$ cat src/rtl/key_input_encoder_pkg.sv
// Shared widths, note/octave codes and helpers for the piano key front-end.
package key_input_encoder_pkg;

  localparam int unsigned N_KEY    = 7;
  localparam int unsigned N_BTN    = 3;
  localparam int unsigned N_PITCH  = 2;
  localparam int unsigned N_RAW    = N_KEY + N_BTN + N_PITCH;
  localparam int unsigned NOTE_W   = 3;
  localparam int unsigned OCT_W    = 2;
  localparam int unsigned DIGIT_W  = 4;
  localparam int unsigned HIST_LEN = 6;

  typedef enum logic [NOTE_W-1:0] {
    NOTE_NONE = 3'd0,
    NOTE_DO   = 3'd1,
    NOTE_RE   = 3'd2,
    NOTE_MI   = 3'd3,
    NOTE_FA   = 3'd4,
    NOTE_SOL  = 3'd5,
    NOTE_LA   = 3'd6,
    NOTE_SI   = 3'd7
  } note_e;

  typedef enum logic [OCT_W-1:0] {
    OCT_LOW  = 2'd0,
    OCT_MID  = 2'd1,
    OCT_HIGH = 2'd2
  } oct_e;

  // Bits needed to count 0..v-1.
  function automatic int unsigned clog2(input int unsigned v);
    int unsigned r;
    r = 0;
    for (int unsigned i = 0; i < 32; i++) begin
      if ((33'(1) << i) < 33'(v)) r = i + 1;
    end
    return r;
  endfunction

endpackage

$ cat src/rtl/key_input_encoder_if.sv
// Raw player inputs and encoded note/button/digit outputs of the key front-end.
interface key_input_encoder_if;
  import key_input_encoder_pkg::*;

  logic [N_KEY-1:0]   key;
  logic [N_BTN-1:0]   button;
  logic [N_PITCH-1:0] pitch;
  logic               note_valid;
  logic [NOTE_W-1:0]  note_idx;
  logic [OCT_W-1:0]   octave;
  logic [N_BTN-1:0]   btn_pulse;
  logic [DIGIT_W-1:0] p0, p1, p2, p3, p4, p5, p6, p7;

  modport master (
    output key, button, pitch,
    input  note_valid, note_idx, octave, btn_pulse, p0, p1, p2, p3, p4, p5, p6, p7
  );

  modport slave (
    input  key, button, pitch,
    output note_valid, note_idx, octave, btn_pulse, p0, p1, p2, p3, p4, p5, p6, p7
  );
endinterface

$ cat src/rtl/key_input_encoder_debounce_sync.sv
// One raw input: 2-FF synchroniser followed by a stable-for-DB_CYCLES debouncer.
module key_input_encoder_debounce_sync
  import key_input_encoder_pkg::*;
#(
  parameter int unsigned DB_CYCLES = 1_000_000
) (
  input  logic clk,
  input  logic rst,
  input  logic i_raw,
  output logic o_stable
);

  localparam int unsigned CNT_W = (clog2(DB_CYCLES) > 0) ? clog2(DB_CYCLES) : 1;
  localparam logic [CNT_W-1:0] CNT_MAX = CNT_W'(DB_CYCLES - 1);

  logic             r_sync1;
  logic             r_sync2;
  logic             r_stable;
  logic [CNT_W-1:0] r_cnt;

  // Any return to the stable level restarts the count, so short glitches are dropped.
  always_ff @(posedge clk or posedge rst) begin
    if (rst) begin
      r_sync1  <= 1'b0;
      r_sync2  <= 1'b0;
      r_stable <= 1'b0;
      r_cnt    <= '0;
    end else begin
      r_sync1 <= i_raw;
      r_sync2 <= r_sync1;
      if (r_sync2 == r_stable) begin
        r_cnt <= '0;
      end else if (r_cnt == CNT_MAX) begin
        r_stable <= r_sync2;
        r_cnt    <= '0;
      end else begin
        r_cnt <= r_cnt + CNT_W'(1);
      end
    end
  end

  assign o_stable = r_stable;

endmodule

$ cat src/rtl/key_input_encoder.sv
// Debounces keys/buttons/pitch switches, priority-encodes the held note and keeps a
// six-deep note history for the seven-segment digits.
module key_input_encoder
  import key_input_encoder_pkg::*;
#(
  parameter int unsigned DB_CYCLES = 1_000_000
) (
  input logic               clk,
  input logic               rst,
  key_input_encoder_if.slave bus
);

  logic [N_RAW-1:0]   w_raw;
  logic [N_RAW-1:0]   w_stable;
  logic [N_KEY-1:0]   w_key_st;
  logic [N_BTN-1:0]   w_btn_st;
  logic [N_PITCH-1:0] w_pitch_st;
  logic [NOTE_W-1:0]  w_note;
  logic [OCT_W-1:0]   w_oct;
  logic               w_onset;

  logic               r_note_valid;
  logic [NOTE_W-1:0]  r_note_idx;
  logic [OCT_W-1:0]   r_octave;
  logic [N_BTN-1:0]   r_btn_st_d;
  logic [N_BTN-1:0]   r_btn_pulse;
  logic [NOTE_W-1:0]  r_hist [HIST_LEN];

  assign w_raw = {bus.pitch, bus.button, bus.key};

  for (genvar gi = 0; gi < N_RAW; gi++) begin : g_db
    key_input_encoder_debounce_sync #(.DB_CYCLES(DB_CYCLES)) u_db (
      .clk      (clk),
      .rst      (rst),
      .i_raw    (w_raw[gi]),
      .o_stable (w_stable[gi])
    );
  end

  assign w_key_st   = w_stable[N_KEY-1:0];
  assign w_btn_st   = w_stable[N_KEY+N_BTN-1:N_KEY];
  assign w_pitch_st = w_stable[N_RAW-1:N_KEY+N_BTN];

  // Ascending scan so the highest key (do) overrides the lower ones.
  always_comb begin
    w_note = NOTE_NONE;
    for (int i = 0; i < N_KEY; i++) begin
      if (w_key_st[i]) w_note = NOTE_SI - NOTE_W'(i);
    end
  end

  always_comb begin
    w_oct = OCT_MID;
    if (w_pitch_st == 2'b01)      w_oct = OCT_LOW;
    else if (w_pitch_st == 2'b10) w_oct = OCT_HIGH;
  end

  assign w_onset = (w_note != NOTE_NONE) && (w_note != r_note_idx);

  always_ff @(posedge clk or posedge rst) begin
    if (rst) begin
      r_note_valid <= 1'b0;
      r_note_idx   <= NOTE_NONE;
      r_octave     <= OCT_LOW;
      r_btn_st_d   <= '0;
      r_btn_pulse  <= '0;
      for (int i = 0; i < HIST_LEN; i++) r_hist[i] <= NOTE_NONE;
    end else begin
      r_note_valid <= |w_key_st;
      r_note_idx   <= w_note;
      r_octave     <= w_oct;
      r_btn_st_d   <= w_btn_st;
      r_btn_pulse  <= w_btn_st & ~r_btn_st_d;
      if (w_onset) begin
        for (int i = HIST_LEN - 1; i > 0; i--) r_hist[i] <= r_hist[i-1];
        r_hist[0] <= w_note;
      end
    end
  end

  assign bus.note_valid = r_note_valid;
  assign bus.note_idx   = r_note_idx;
  assign bus.octave     = r_octave;
  assign bus.btn_pulse  = r_btn_pulse;
  assign bus.p0         = DIGIT_W'(r_note_idx);
  assign bus.p1         = DIGIT_W'(r_octave);
  assign bus.p2         = DIGIT_W'(r_hist[0]);
  assign bus.p3         = DIGIT_W'(r_hist[1]);
  assign bus.p4         = DIGIT_W'(r_hist[2]);
  assign bus.p5         = DIGIT_W'(r_hist[3]);
  assign bus.p6         = DIGIT_W'(r_hist[4]);
  assign bus.p7         = DIGIT_W'(r_hist[5]);

endmodule

$ cat src/flat_wrapper.sv
// flat-port wrapper written by rule: the top's interface ports become plain ports
module key_input_encoder_flat import key_input_encoder_pkg::*;
#(
  parameter int unsigned DB_CYCLES = 1_000_000
)
  (clk, rst, bus_key, bus_button, bus_pitch, bus_note_valid, bus_note_idx, bus_octave, bus_btn_pulse, bus_p0, bus_p1, bus_p2, bus_p3, bus_p4, bus_p5, bus_p6, bus_p7);
  key_input_encoder_if bus_i ();
  input logic clk;
  input logic rst;
  input wire logic [$bits(bus_i.key)-1:0] bus_key;
  input wire logic [$bits(bus_i.button)-1:0] bus_button;
  input wire logic [$bits(bus_i.pitch)-1:0] bus_pitch;
  output wire logic [$bits(bus_i.note_valid)-1:0] bus_note_valid;
  output wire logic [$bits(bus_i.note_idx)-1:0] bus_note_idx;
  output wire logic [$bits(bus_i.octave)-1:0] bus_octave;
  output wire logic [$bits(bus_i.btn_pulse)-1:0] bus_btn_pulse;
  output wire logic [$bits(bus_i.p0)-1:0] bus_p0;
  output wire logic [$bits(bus_i.p1)-1:0] bus_p1;
  output wire logic [$bits(bus_i.p2)-1:0] bus_p2;
  output wire logic [$bits(bus_i.p3)-1:0] bus_p3;
  output wire logic [$bits(bus_i.p4)-1:0] bus_p4;
  output wire logic [$bits(bus_i.p5)-1:0] bus_p5;
  output wire logic [$bits(bus_i.p6)-1:0] bus_p6;
  output wire logic [$bits(bus_i.p7)-1:0] bus_p7;
  assign bus_i.key = bus_key;
  assign bus_i.button = bus_button;
  assign bus_i.pitch = bus_pitch;
  assign bus_note_valid = bus_i.note_valid;
  assign bus_note_idx = bus_i.note_idx;
  assign bus_octave = bus_i.octave;
  assign bus_btn_pulse = bus_i.btn_pulse;
  assign bus_p0 = bus_i.p0;
  assign bus_p1 = bus_i.p1;
  assign bus_p2 = bus_i.p2;
  assign bus_p3 = bus_i.p3;
  assign bus_p4 = bus_i.p4;
  assign bus_p5 = bus_i.p5;
  assign bus_p6 = bus_i.p6;
  assign bus_p7 = bus_i.p7;
  key_input_encoder #(.DB_CYCLES(DB_CYCLES)) u_core (.clk(clk), .rst(rst), .bus(bus_i));
endmodule
$ cat config.mk
export PLATFORM = sky130hd
export DESIGN_NAME = key_input_encoder_flat
export DESIGN_NICKNAME = d
export VERILOG_FILES = /design/src/rtl/key_input_encoder_pkg.sv /design/src/rtl/key_input_encoder_if.sv /design/src/rtl/key_input_encoder_debounce_sync.sv /design/src/rtl/key_input_encoder.sv /design/src/flat_wrapper.sv
export SDC_FILE = /design/constraint.sdc
export NUM_CORES = 1
export LEC_CHECK = 0
export BUFFER_PORTS_ARGS = -buffer_cell sky130_fd_sc_hd__buf_2
export CAP_MARGIN = 40
export CORE_MARGIN = 2
export CORE_UTILIZATION = 35
export DETAILED_ROUTE_END_ITERATION = 10
export GPL_ROUTABILITY_DRIVEN = 0
export PLACE_DENSITY = 0.48
export RECOVER_POWER = 100
export SETUP_SLACK_MARGIN = 0.05
export SYNTH_ARGS = -nofsm -noshare
export SYNTH_HDL_FRONTEND = slang
export SYNTH_SLANG_ARGS = --single-unit
$ cat constraint.sdc
create_clock -name clk -period 14 [get_ports clk]
set_input_delay 2.8 -clock clk [delete_from_list [all_inputs] [get_ports clk]]
set_output_delay 2.8 -clock clk [all_outputs]
set_load 0.02 [all_outputs]
# Yosys cells after proc, flatten, opt, wreduce, memory -nomap -nowiden
# Cells that the tools add are included.
[classes]
mux = 33
n_addsub = 12
reduce_logical = 15
n_div = 0
multipliers = 0
bitwise_logic = 14
magnitude_cmp = 0
shift = 0
eq_ne = 27
[ops]
columns = ["cell", "n"]
rows = [
  ["20-bit 2-to-1 mux", 24],
  ["20-bit by 1-bit adder with 20-bit output (second input constant)", 12],
  ["20-bit equality test (second input constant)", 12],
  ["2-bit AND reduction", 12],
  ["3-bit 2-to-1 mux", 7],
  ["1-bit equality test", 12],
  ["1-bit inverter", 12],
  ["7-bit OR reduction", 1],
  ["2-bit 2-to-1 mux", 2],
  ["3-bit AND", 1],
  ["3-bit inequality test", 1],
  ["3-bit inverter", 1],
  ["3-bit nonzero test", 1],
  ["2-bit by 1-bit equality test with 1-bit output (second input constant)", 1],
  ["2-bit equality test (second input constant)", 1],
  ["1-bit logical AND", 1],
]
[totals]
register_bits = 306
ram_bits = 0
in_bits = 14
latchBits = 0
memories = 0
out_inout_bits = 41
mem_bits_ro = 0
elab_cells = 160

# Depth between registers and ports, before layout
# Gate-level depths: netlist of run 1.
[depth]
word_depth = 9
ltp_mapped = 9
mapped_depth_nobuf = 7

# By module
# Synthesis of run 1 repeated with hierarchy kept, for this count alone.
[hier_totals]
hier_cells = 1421
hier_area_um2 = 14846.7
[by_module_without_submodules]
columns = ["module", "instances", "cells_per_inst", "seq_area_each_um2", "area_each_um2"]
rows = [
  ["key_input_encoder_debounce_sync", 12, 109, 575.6, 1118.6],
  ["key_input_encoder", 1, 113, 750.7, 1423.9],
]

# Least setup slack after synthesis of run 1
# Ideal clock, no wire load.
[synth_path]
path_kind = "reg-to-output"
startpoint = "register u_core.r_note_idx[1] (netlist: u_core.bus.note_idx[1])"
endpoint = "output bus_p0[1]"
t_arrival_ns = 0.697
path_buffers = 1
required_ns = 11.200
stages_incl_launch_ff = 2
path_slack_ns = 10.503
path_cell_list = "dfrtp_1 -> buf_4"
[synth_rtl]
columns = ["item", "line_no", "text"]
rows = [
  ["start, declared", "key_input_encoder.sv:23", "logic [NOTE_W-1:0] r_note_idx;"],
  ["start signal, assigned", "key_input_encoder.sv:70", "r_note_idx <= w_note;"],
  ["end, declared", "flat_wrapper.sv:17", "output wire logic [$bits(bus_i.p0)-1:0] bus_p0;"],
]
# No word-level cell between the ends.

==> results of run 1 <==
[worst reg2reg max path, stage by stage, from the launching register on]
cell,delay (ns)
sky130_fd_sc_hd__dfrtp_1,0.44
sky130_fd_sc_hd__nor4_1,0.77
sky130_fd_sc_hd__a21oi_1,0.16
sky130_fd_sc_hd__nor3_1,0.16
sky130_fd_sc_hd__nor3_1,0.16
sky130_fd_sc_hd__o21ai_0,2.45
sky130_fd_sc_hd__mux2_2,0.49
[layer usage]
| layer | routed length (µm) | vias to the layer above | track usage [%] |
|---|---|---|---|
| met4 | 553 | 0 | 3.884 |
| met5 | 0 | - | 0 |
| met3 | 909 | 40 | 2.504 |
| met2 | 10880 | 94 | 19.96 |
| li1 | - | 4492 | - |
| met1 | 12880 | 4328 | 18.07 |
[report_power, final]
part	internal, mW	switching [mW]
logic	0.0115	0.0379
clock network	0.514	0.354
registers	0.897	0.0110
total	1.42	0.403
[per-stage QoR]
stage | hold WS [ns] | setup WS (ns) | power, mW | utilization, %
floorplan | 0.3312 | 2.741 | 0.9625 | -
global placement | 0.3324 | 9.373 | 0.9762 | 37.40
CTS | 0.3483 | 9.916 | 1.866 | 40.25
detailed placement | 0.3355 | 9.356 | 0.9771 | 37.47
global route | 0.3552 | 4.851 | 1.909 | 39.96
finish | 0.3471 | 6.198 | 1.825 | 39.96
[cells by family (layout without fill, tap and decap cells)]
group	after synthesis	count (layout)	share of synthesized area (%)
multiplexers	25	25	2.306
adder cells (fa/ha/maj)	13	13	1.176
AO/OA/AOI/OAI	23	23	1.203
AND/OR/NAND/NOR	654	654	23.00
buffers and inverters	71	136	2.623
XOR/XNOR	226	226	14.31
other	1	9	0.02711
flip-flops	306	306	55.35
[final cells by class]
class	count	area [µm²]
fillers	3797	23310
multi-input cells	950	5804
inverters	30	113.9
well taps	518	648.1
flip-flops and latches	306	7657
clock buffers	53	1046
repair buffers	48	212.7
clock inverters	5	31.28
[flip-flops by register name, summed over array words and instances, names as in the netlist]
| signal | count |
|---|---|
| u_core.bus.btn_pulse | 3 |
| u_core.bus.note_idx | 3 |
| u_core.bus.note_valid | 1 |
| u_core.bus.octave | 2 |
| u_core.bus.p2 | 3 |
| u_core.bus.p3 | 3 |
| u_core.bus.p4 | 3 |
| u_core.bus.p5 | 3 |
| u_core.bus.p6 | 3 |
| u_core.bus.p7 | 3 |
| u_core.g_db.u_db.o_stable | 12 |
| u_core.g_db.u_db.r_cnt | 240 |
| u_core.g_db.u_db.r_sync1 | 12 |
| u_core.g_db.u_db.r_sync2 | 12 |
| u_core.r_btn_st_d | 3 |
[cell usage in the layout (no fill, tap or decap), drive strengths merged, types with 2 or more instances in the layout]
master,netlist,layout
a2bb2oi,2,2
nand4,53,53
nand3,90,90
and3b,2,2
o21ai,10,10
dfrtp,306,306
nor2b,5,5
xnor2,79,79
mux2,25,25
nor2,286,286
xor2,147,147
nor4b,12,12
buf,30,14
and2,4,4
inv,30,30
nor3,19,19
ha,13,13
conb,1,9
and3,37,37
nand2b,10,10
nand3b,8,8
clkinv,0,4
nor4bb,3,3
or2,9,9
nor4,21,21
clkbuf,11,87
or3,4,4
nand2,72,72
a21oi,7,7
and4,18,18
[final timing paths]
kind                                                           from                                        to  slack (ns)  cells after the start
max in group clk           u_core.g_db[0].u_db.o_stable$_DFFE_PP0P_              u_core.bus.p6[0]$_DFFE_PP0P_        9.24                      6
hold / removal                u_core.g_db[8].u_db.r_sync1$_DFF_PP0_     u_core.g_db[8].u_db.r_sync2$_DFF_PP0_        0.35                      0
setup / recovery                                                rst  u_core.g_db[10].u_db.r_cnt[15]$_DFF_PP0_        6.20                      3
hold reg to reg               u_core.g_db[8].u_db.r_sync1$_DFF_PP0_     u_core.g_db[8].u_db.r_sync2$_DFF_PP0_        0.35                      0
min in group asynchronous                                       rst         u_core.bus.btn_pulse[2]$_DFF_PP0_        3.04                      2
setup reg to reg           u_core.g_db[0].u_db.o_stable$_DFFE_PP0P_              u_core.bus.p6[0]$_DFFE_PP0P_        9.24                      6
==> flow_metrics.py, run 1 <==
metrics = {
    "run_status": {
        "outcome": "finished with violations",
        "violations": "max-capacitance violations, max-slew violations",
    },
    "timing": {
        "setup-tns-final_ns": 0,
        "achievable-frequency_mhz": 128.2,
        "slew_limit_fails": 153,
        "maxSlewHeadroom_pct": -171.0,
        "max_slew.worst_pin.slew_ns": 4.066,
        "finalHoldViolations": 0,
        "layout_worst_path_cycle_share_pct": 55.73,
        "post-route-min-period_ns": 7.802,
        "finalClockSkew_ns": 0.01089,
        "unrepaired_setup_endpoints_after_global_routing": "no",
        "setup_viol": 0,
    },
    "job": {
        "cap_viol_max_count": 3,
    },
    "global_route": {
        "grt_antenna_before_repair": 0,
        "grt_first_pass_wirelength_mm": 44.14,
        "grt_pass1_vias": 8990,
        "maximum_number_of_pins_on_one_net_before_global_route_repair": 174,
        "globalRoute.totalOverflow": 0,
        "grt.total_usage_pct": 12.81,
    },
    "route": {
        "num_vias": 8954,
        "ant_nets": 0,
        "wl_mm": 25.22,
        "detail_route.vias_per_cell": 4.688,
        "drc": 0,
        "drtIter0Drc": 513,
        "wl_per_cell_um": 13.20,
        "drt-pass1-iter-count": 4,
    },
    "worst_setup_path": {
        "critPathBufInv": 3,
        "worstPathMaxFanout": 74,
        "critical_path_cell_sequence": "buf_2 -> clkinvlp_2 -> clkbuf_1",
        "cp.arrival_ns": 7.47,
        "worstPathRequired_ns": 13.67,
        "timing.critical_path.max_delay_family": "buffers and inverters",
        "cp_slowest_stage_delay_ns": 2.94,
        "endpoint_kind": "asynchronous set/reset pin",
        "setup.worst_path.start_class": "input port",
        "timing.critical_path.slowest_stage_cell": "sky130_fd_sc_hd__clkbuf_1",
        "timing_worst_setup_path_type": "in -> async",
    },
    "synth": {
        "ys_seq_area_share_pct": 55.35,
        "synth.area.top_cells": "sky130_fd_sc_hd__dfrtp_1 55%, sky130_fd_sc_hd__xor2_1 9.3%, sky130_fd_sc_hd__nor2_1 7.7%",
        "ys_top_cells_by_count": "306 x sky130_fd_sc_hd__dfrtp_1, 284 x sky130_fd_sc_hd__nor2_1, 147 x sky130_fd_sc_hd__xor2_1",
        "avgSynthCellArea_um2": 10.49,
        "synth_top_area_share_pct": 55.35,
        "yosysTopAreaCell": "sky130_fd_sc_hd__dfrtp_1",
        "number_of_synthesized_register_bits": 306,
        "number_of_enable_type_register_cells_in_the_synthesized_netlist": 0,
        "cell_with_the_most_instances_after_synthesis": "sky130_fd_sc_hd__dfrtp_1",
        "ys.flop_type": "sky130_fd_sc_hd__dfrtp_1",
        "yosys.cell_types.count": 44,
        "synth_area_um2": 13830,
        "proportion_of_synthesized_flip_flops_having_asynchronous_set_or_reset_pct": 100.0,
        "synth_warnings": 0,
        "synth_cells": 1319,
    },
    "clock_tree": {
        "ctsRootBufferMaster": "sky130_fd_sc_hd__clkbuf_16",
        "cts.repair_timing.setup_buffer_count": 0,
        "tritoncts_clock_tree": "yes",
        "cts_num_sinks": 306,
        "clock_tree.htree_level_count": 2,
        "cts-buffers-inserted": 36,
        "clk-insertion-delay-late_ns": 0.51,
        "cts.reportedPaths.clkPinSlew_ns": 0.05,
        "cts_hold_buffers": 0,
        "cts_repair_resized_insts": 0,
        "cts_buffer_depth": 3,
    },
    "final_layout": {
        "layout-drive-gt1-share_pct": 6.753,
        "area_growth_pct": 12.15,
        "finish.cell_count_without_fillers": 1910,
        "insertedDiodeCount": 0,
        "finalNetCount": 1399,
        "final_area_um2": 15510,
    },
    "worst_hold_path": {
        "min_path_type": "reg -> reg",
    },
    "place": {
        "portBuffers": 45,
        "dp_cells": 1852,
        "placed_area_um2": 14550,
        "dp_hpwl_mm": 15.96,
    },
    "floorplan": {
        "floorplan.core_area_um2": 38830,
        "die_w_um": 202.8,
        "floorplan.initialDensity_pct": 35.63,
        "std_cell_rows": 72,
        "design.die.area_um2": 41130,
        "dieHeight_um": 202.8,
        "design.portCount": 55,
    },
    "power_and_ir_drop": {
        "peakVddDrop_v": 0.00009138,
        "power.leakage_nw": 6.829,
        "p_per_area_nw_per_um2": 117.7,
    },
}
Power figures use the tool's default switching activity.
==> inputs of run 2 (changes only) <==
==> constraint.sdc (replaced) <==
create_clock -name clk -period 8.13 [get_ports clk]
set_input_delay 1.626 -clock clk [delete_from_list [all_inputs] [get_ports clk]]
set_output_delay 1.626 -clock clk [all_outputs]
set_load 0.02 [all_outputs]
==> flow_metrics.py, run 2 (synthesis results as in run 1) <==
metrics = {
    "run_status": {
        "outcome": "finished with violations",
        "violations": "max-capacitance violations, max-slew violations",
    },
    "floorplan": {
        "design.die.area_um2": 41130,
        "floorplan.core_area_um2": 38830,
        "die_w_um": 202.8,
        "std_cell_rows": 72,
        "floorplan.initialDensity_pct": 35.63,
        "dieHeight_um": 202.8,
        "design.portCount": 55,
    },
    "clock_tree": {
        "cts_hold_buffers": 0,
        "tritoncts_clock_tree": "yes",
        "clk-insertion-delay-late_ns": 0.54,
        "cts_repair_resized_insts": 0,
        "cts-buffers-inserted": 37,
        "cts_buffer_depth": 3,
        "cts.repair_timing.setup_buffer_count": 0,
        "ctsRootBufferMaster": "sky130_fd_sc_hd__clkbuf_16",
        "clock_tree.htree_level_count": 2,
        "cts_num_sinks": 306,
        "cts.reportedPaths.clkPinSlew_ns": 0.06,
    },
    "timing": {
        "finalClockSkew_ns": 0.01242,
        "unrepaired_setup_endpoints_after_global_routing": "no",
        "layout_worst_path_cycle_share_pct": 54.97,
        "post-route-min-period_ns": 4.469,
        "setup-tns-final_ns": 0,
        "slew_limit_fails": 17,
        "finalHoldViolations": 0,
        "maxSlewHeadroom_pct": -114.0,
        "setup_viol": 0,
        "achievable-frequency_mhz": 223.7,
        "max_slew.worst_pin.slew_ns": 3.176,
    },
    "worst_setup_path": {
        "worstRegToRegCells": 6,
        "worstPathMaxFanout": 16,
        "setup.worst_path.start_class": "register",
        "worstPathRequired_ns": 8.54,
        "cp.arrival_ns": 4.88,
        "endpoint_kind": "register",
        "worstReg2RegEnd": "u_core.bus.p6[0]$_DFFE_PP0P_",
        "crit-reg2reg-launch": "u_core.g_db[0].u_db.o_stable$_DFFE_PP0P_",
        "timing_worst_setup_path_type": "reg -> reg",
        "r2r_slack_ns": 3.66,
    },
    "route": {
        "drc": 0,
        "num_vias": 9024,
        "detail_route.vias_per_cell": 4.702,
        "wl_mm": 25.29,
        "wl_per_cell_um": 13.18,
        "drt-pass1-iter-count": 4,
        "drtIter0Drc": 441,
        "ant_nets": 0,
    },
    "place": {
        "dp_cells": 1854,
        "dp_hpwl_mm": 16.16,
        "portBuffers": 45,
    },
    "global_route": {
        "grt_pass1_vias": 9118,
        "maximum_number_of_pins_on_one_net_before_global_route_repair": 152,
        "grt.total_usage_pct": 13.06,
        "grt_first_pass_wirelength_mm": 44.87,
        "globalRoute.totalOverflow": 0,
        "grt_antenna_before_repair": 0,
    },
    "power_and_ir_drop": {
        "peakVddDrop_v": 0.0001841,
        "power.leakage_nw": 6.916,
        "p_per_area_nw_per_um2": 213.3,
    },
    "worst_hold_path": {
        "min_path_type": "reg -> reg",
        "min_to": "u_core.g_db[5].u_db.r_sync2$_DFF_PP0_",
        "worst_hold_startpoint": "u_core.g_db[5].u_db.r_sync1$_DFF_PP0_",
        "timing.hold.worst_path_depth": 0,
    },
    "final_layout": {
        "area_growth_pct": 13.73,
        "top_library_cells_by_usage_in_the_layout_fill_and_taps_aside": "306 x sky130_fd_sc_hd__dfrtp_1, 285 x sky130_fd_sc_hd__nor2_1, 147 x sky130_fd_sc_hd__xor2_1",
        "finalNetCount": 1402,
        "layout-drive-gt1-share_pct": 7.209,
        "finish.cell_count_without_fillers": 1919,
        "mostFrequentLayoutCell": "sky130_fd_sc_hd__dfrtp_1",
        "max_flop_register": "u_core.g_db.u_db.r_cnt",
        "largest_register_ff_count": 240,
        "insertedDiodeCount": 0,
    },
    "job": {
        "cap_viol_max_count": 2,
    },
}
## run 2: worst max-delay path by stage
stage               depth (start not counted)                                     start                                       end  slack (ns)
floorplan                                   1                                       rst         u_core.bus.btn_pulse[0]$_DFF_PP0_        2.43
global placement                            3                                       rst  u_core.g_db[10].u_db.r_cnt[13]$_DFF_PP0_        4.93
detailed placement                          3                                       rst    u_core.g_db[1].u_db.r_cnt[7]$_DFF_PP0_        5.01
CTS                                         1          u_core.bus.note_idx[1]$_DFF_PP0_                           bus_note_idx[1]        5.22
global route                                6  u_core.g_db[0].u_db.o_stable$_DFFE_PP0P_              u_core.bus.p6[0]$_DFFE_PP0P_        3.24
finish                                      6  u_core.g_db[0].u_db.o_stable$_DFFE_PP0P_              u_core.bus.p6[0]$_DFFE_PP0P_        3.66
## run 2: layer usage
metal / GRT usage [%] / up-vias / routed length (µm)
li1: - / 4505 / -
met5: 0 / - / 0
met1: 18.16 / 4386 / 12690
met4: 4.119 / 0 / 616
met3: 3.178 / 47 / 985
met2: 20.12 / 86 / 11000
## run 2: layout make-up
type                            instances  area (µm²)
Clock buffer                           53        1089
Clock inverter                         12       177.7
Fill cell                            3832       23090
Inverter                               30       113.9
Multi-Input combinational cell        950        5804
Sequential cell                       306        7657
Tap cell                              518       648.1
Timing Repair Buffer                   50       242.7
## run 2: per-stage QoR
step	area (µm²)	setup WS [ns]	power, mW	hold WS [ns]	utilization (%)
2_1_floorplan	13870	2.433	1.658	0.3312	-
3_3_place_gp	14530	4.926	1.681	0.3323	37.43
5_1_grt	15730	3.245	3.516	0.3412	40.52
4_1_cts	15830	5.223	3.432	0.3359	40.76
6_report	15730	3.661	3.356	0.3378	40.52
3_5_place_dp	14560	5.014	1.683	0.3347	37.50
## run 2: report_power, final
group | leakage, nW | switching, mW | internal, mW | total [mW]
clock network | 0.612 | 0.646 | 1.06 | 1.71
logic | 2.12 | 0.0659 | 0.0212 | 0.0871
registers | 4.19 | 0.0184 | 1.54 | 1.56
## run 2: worst max-delay path: stages (launching register included)
cell                      delay, ns
sky130_fd_sc_hd__dfrtp_1       0.45
sky130_fd_sc_hd__nor4_1        0.59
sky130_fd_sc_hd__a21oi_1       0.15
sky130_fd_sc_hd__nor3_1        0.15
sky130_fd_sc_hd__nor3_1        0.12
sky130_fd_sc_hd__o21ai_0       2.39
sky130_fd_sc_hd__mux2_2        0.48
==> inputs of run 3 (changes only) <==
--- a/config.mk
+++ b/config.mk
@@ -5,13 +5,14 @@
 export SDC_FILE = /design/constraint.sdc
 export NUM_CORES = 1
 export LEC_CHECK = 0
+export ABC_AREA = 1
 export BUFFER_PORTS_ARGS = -buffer_cell sky130_fd_sc_hd__buf_2
 export CAP_MARGIN = 40
 export CORE_MARGIN = 2
 export CORE_UTILIZATION = 35
 export DETAILED_ROUTE_END_ITERATION = 10
 export GPL_ROUTABILITY_DRIVEN = 0
-export PLACE_DENSITY = 0.48
+export PLACE_DENSITY = 0.5
 export RECOVER_POWER = 100
 export SETUP_SLACK_MARGIN = 0.05
 export SYNTH_ARGS = -nofsm -noshare
==> constraint.sdc (replaced) <==
create_clock -name clk -period 3.8 [get_ports clk]
set_input_delay 0.76 -clock clk [delete_from_list [all_inputs] [get_ports clk]]
set_output_delay 0.76 -clock clk [all_outputs]
set_load 0.02 [all_outputs]
==> flow_metrics.py, run 3 <==
metrics = {
    "run_status": {
        "outcome": "finished with violations",
        "violations": "max-capacitance violations, max-slew violations",
    },
    "clock_tree": {
        "cts_repair_resized_insts": 0,
        "ctsRootBufferMaster": "sky130_fd_sc_hd__clkbuf_16",
        "cts.repair_timing.setup_buffer_count": 0,
        "clock_tree.htree_level_count": 2,
        "clk-insertion-delay-late_ns": 0.54,
        "cts_buffer_depth": 3,
        "cts_num_sinks": 306,
        "cts-buffers-inserted": 38,
        "cts_hold_buffers": 0,
        "tritoncts_clock_tree": "yes",
        "cts.reportedPaths.clkPinSlew_ns": 0.06,
    },
    "place": {
        "dp_hpwl_mm": 22.42,
        "portBuffers": 45,
        "dp_cells": 2472,
    },
    "final_layout": {
        "largest_register_ff_count": 240,
        "area_growth_pct": 12.49,
        "finalNetCount": 1954,
        "mostFrequentLayoutCell": "sky130_fd_sc_hd__nor2_1",
        "top_library_cells_by_usage_in_the_layout_fill_and_taps_aside": "360 x sky130_fd_sc_hd__nor2_1, 306 x sky130_fd_sc_hd__dfrtp_1, 296 x sky130_fd_sc_hd__nand2_1",
        "layout-drive-gt1-share_pct": 5.843,
        "insertedDiodeCount": 0,
        "finish.cell_count_without_fillers": 2536,
        "multi_input_area_um2": 6316,
        "max_flop_register": "u_core.g_db.u_db.r_cnt",
        "final.fill_count": 4428,
        "ff_latch_area_um2": 7657,
    },
    "route": {
        "wl_mm": 31.78,
        "ant_nets": 0,
        "num_vias": 11860,
        "drt-pass1-iter-count": 5,
        "wl_per_cell_um": 12.53,
        "drc": 0,
        "drtIter0Drc": 640,
        "detail_route.vias_per_cell": 4.678,
    },
    "power_and_ir_drop": {
        "power.share.sequential_pct": 47.0,
        "power.leakage_nw": 7.599,
        "finalPower_mw": 7.101,
        "clkPwrFrac_pct": 50.2,
        "power_frac_comb_pct": 2.8,
        "cellInternalPower_mw": 5.532,
        "p_per_area_nw_per_um2": 414.4,
        "p_switching_mw": 1.569,
        "peakVddDrop_v": 0.0002948,
        "power.switching_fraction_pct": 22.09,
    },
    "worst_setup_path": {
        "cp.arrival_ns": 3.08,
        "timing_worst_setup_path_type": "reg -> reg",
        "endpoint_kind": "register",
        "setup.worst_path.start_class": "register",
        "worstPathRequired_ns": 4.27,
        "worstPathMaxFanout": 18,
    },
    "synth": {
        "number_of_enable_type_register_cells_in_the_synthesized_netlist": 0,
        "avgSynthCellArea_um2": 8.233,
        "synth_area_um2": 15230,
        "synth_cells": 1850,
        "yosys.cell_types.count": 42,
        "synth_top_area_share_pct": 50.28,
        "synth.area.top_cells": "sky130_fd_sc_hd__dfrtp_1 50%, sky130_fd_sc_hd__nor2_1 8.7%, sky130_fd_sc_hd__nand2_1 7.1%",
        "ys_top_cells_by_count": "352 x sky130_fd_sc_hd__nor2_1, 306 x sky130_fd_sc_hd__dfrtp_1, 289 x sky130_fd_sc_hd__nand2_1",
        "yosysTopAreaCell": "sky130_fd_sc_hd__dfrtp_1",
        "synth_warnings": 0,
        "proportion_of_synthesized_flip_flops_having_asynchronous_set_or_reset_pct": 100.0,
        "number_of_synthesized_register_bits": 306,
        "ys_seq_area_share_pct": 50.28,
        "cell_with_the_most_instances_after_synthesis": "sky130_fd_sc_hd__nor2_1",
        "ys.flop_type": "sky130_fd_sc_hd__dfrtp_1",
    },
    "floorplan": {
        "dieHeight_um": 212.6,
        "floorplan.core_area_um2": 42980,
        "design.portCount": 55,
        "std_cell_rows": 76,
        "design.die.area_um2": 45200,
        "die_w_um": 212.6,
        "floorplan.initialDensity_pct": 35.44,
    },
    "global_route": {
        "grt.total_usage_pct": 14.80,
        "grt_antenna_before_repair": 0,
        "maximum_number_of_pins_on_one_net_before_global_route_repair": 105,
        "globalRoute.totalOverflow": 0,
        "grt_first_pass_wirelength_mm": 55.63,
        "grt_pass1_vias": 11730,
    },
    "timing": {
        "layout_worst_path_cycle_share_pct": 68.59,
        "slew_limit_fails": 68,
        "setup_viol": 0,
        "unrepaired_setup_endpoints_after_global_routing": "no",
        "finalClockSkew_ns": 0.01140,
        "max_slew.worst_pin.slew_ns": 1.668,
        "achievable-frequency_mhz": 383.7,
        "finalHoldViolations": 0,
        "maxSlewHeadroom_pct": -11.19,
        "post-route-min-period_ns": 2.606,
    },
    "worst_hold_path": {
        "min_path_type": "in -> async",
    },
    "job": {
        "cap_viol_max_count": 1,
    },
}
run 3: changes by cell type after synthesis, moves of 18 or more:
cell	delta
sky130_fd_sc_hd__a21oi_1	+56
sky130_fd_sc_hd__and3_1	-32
sky130_fd_sc_hd__and4_1	-18
sky130_fd_sc_hd__inv_1	+220
sky130_fd_sc_hd__nand2_1	+217
sky130_fd_sc_hd__nand2_2	+26
sky130_fd_sc_hd__nand3_1	+55
sky130_fd_sc_hd__nor2_1	+68
sky130_fd_sc_hd__nor3_1	+75
sky130_fd_sc_hd__o21ai_0	+20
sky130_fd_sc_hd__xnor2_1	-52
sky130_fd_sc_hd__xor2_1	-75
run 3: power groups by stage:
stage                     Sequential, mW  Clock (mW)  Combinational, mW
after floorplan                     3.39           0              0.157
after global placement              3.39           0              0.212
after detailed placement            3.39           0              0.215
after CTS                           3.33        3.71              0.216
after global routing                3.34        3.86              0.240
final                               3.33        3.57              0.201
run 3: path summary, 6_finish.rpt:
| check | startpoint | end | slack [ns] | cells after the start |
|---|---|---|---|---|
| worst min-delay path | rst | u_core.g_db[2].u_db.r_sync2$_DFF_PP0_ | 0.26 | 2 |
| worst min register to register | u_core.g_db[3].u_db.r_sync1$_DFF_PP0_ | u_core.g_db[3].u_db.r_sync2$_DFF_PP0_ | 0.34 | 0 |
| min in group clk | bus_key[2] | u_core.g_db[2].u_db.r_sync1$_DFF_PP0_ | 0.33 | 1 |
| worst max-delay path | u_core.g_db[4].u_db.o_stable$_DFFE_PP0P_ | u_core.bus.p7[1]$_DFFE_PP0P_ | 1.19 | 5 |
| worst max register to register | u_core.g_db[4].u_db.o_stable$_DFFE_PP0P_ | u_core.bus.p7[1]$_DFFE_PP0P_ | 1.19 | 5 |
| max in group asynchronous | rst | u_core.g_db[9].u_db.r_cnt[4]$_DFF_PP0_ | 1.56 | 3 |
run 3: cell type report:
cell class	instances	share of cell area [%]
sequential	306	44.69
multi-input combinational	1276	36.86
clock buffer	54	6.550
inverter	256	5.616
tap	585	4.272
timing repair buffer	49	1.373
clock inverter	10	0.6353
run 3: worst max-delay path: stages (launching register included):
cell	delay, ns
sky130_fd_sc_hd__dfrtp_1	0.43
sky130_fd_sc_hd__nor3_1	0.30
sky130_fd_sc_hd__nand4_1	0.69
sky130_fd_sc_hd__nand2_1	0.92
sky130_fd_sc_hd__nand2_1	0.11
sky130_fd_sc_hd__nand2_1	0.09
run 3: kinds of logic (layout without fill, tap and decap cells):
kind of cell / Yosys count / in the layout / synth area share (%)
other: 1 / 9 / 0.02462
muxes: 7 / 7 / 0.5176
buffers and inverters: 276 / 369 / 7.393
and+or+nand+nor: 1029 / 1029 / 30.76
AOI/OAI and AO/OA: 119 / 119 / 4.264
adders and majority gates: 13 / 13 / 1.068
xor gates and xnor gates: 99 / 99 / 5.693
DFF: 306 / 306 / 50.28
run 3: metal layers:
| metal | wire length [µm] | track usage [%] | up-vias |
|---|---|---|---|
| li1 | - | - | 6065 |
| met1 | 15410 | 20.23 | 5582 |
| met4 | 718 | 5.136 | 0 |
| met5 | 0 | 0 | - |
| met3 | 1206 | 2.570 | 46 |
| met2 | 14450 | 23.70 | 170 |
run 3: through the flow:
step	setup TNS [ns]	hold WS (ns)	util (%)	setup WS (ns)	instance area, µm²
after global routing	0	0.2658	39.86	0.8858	17130
after global placement	0	0.3313	37.51	1.927	16120
after CTS	0	0.1661	40.38	1.795	17360
after floorplan	-315.48	0.3312	-	-1.031	15260
after detailed placement	0	0.3356	37.51	1.870	16120
final	0	0.2622	39.86	1.194	17130
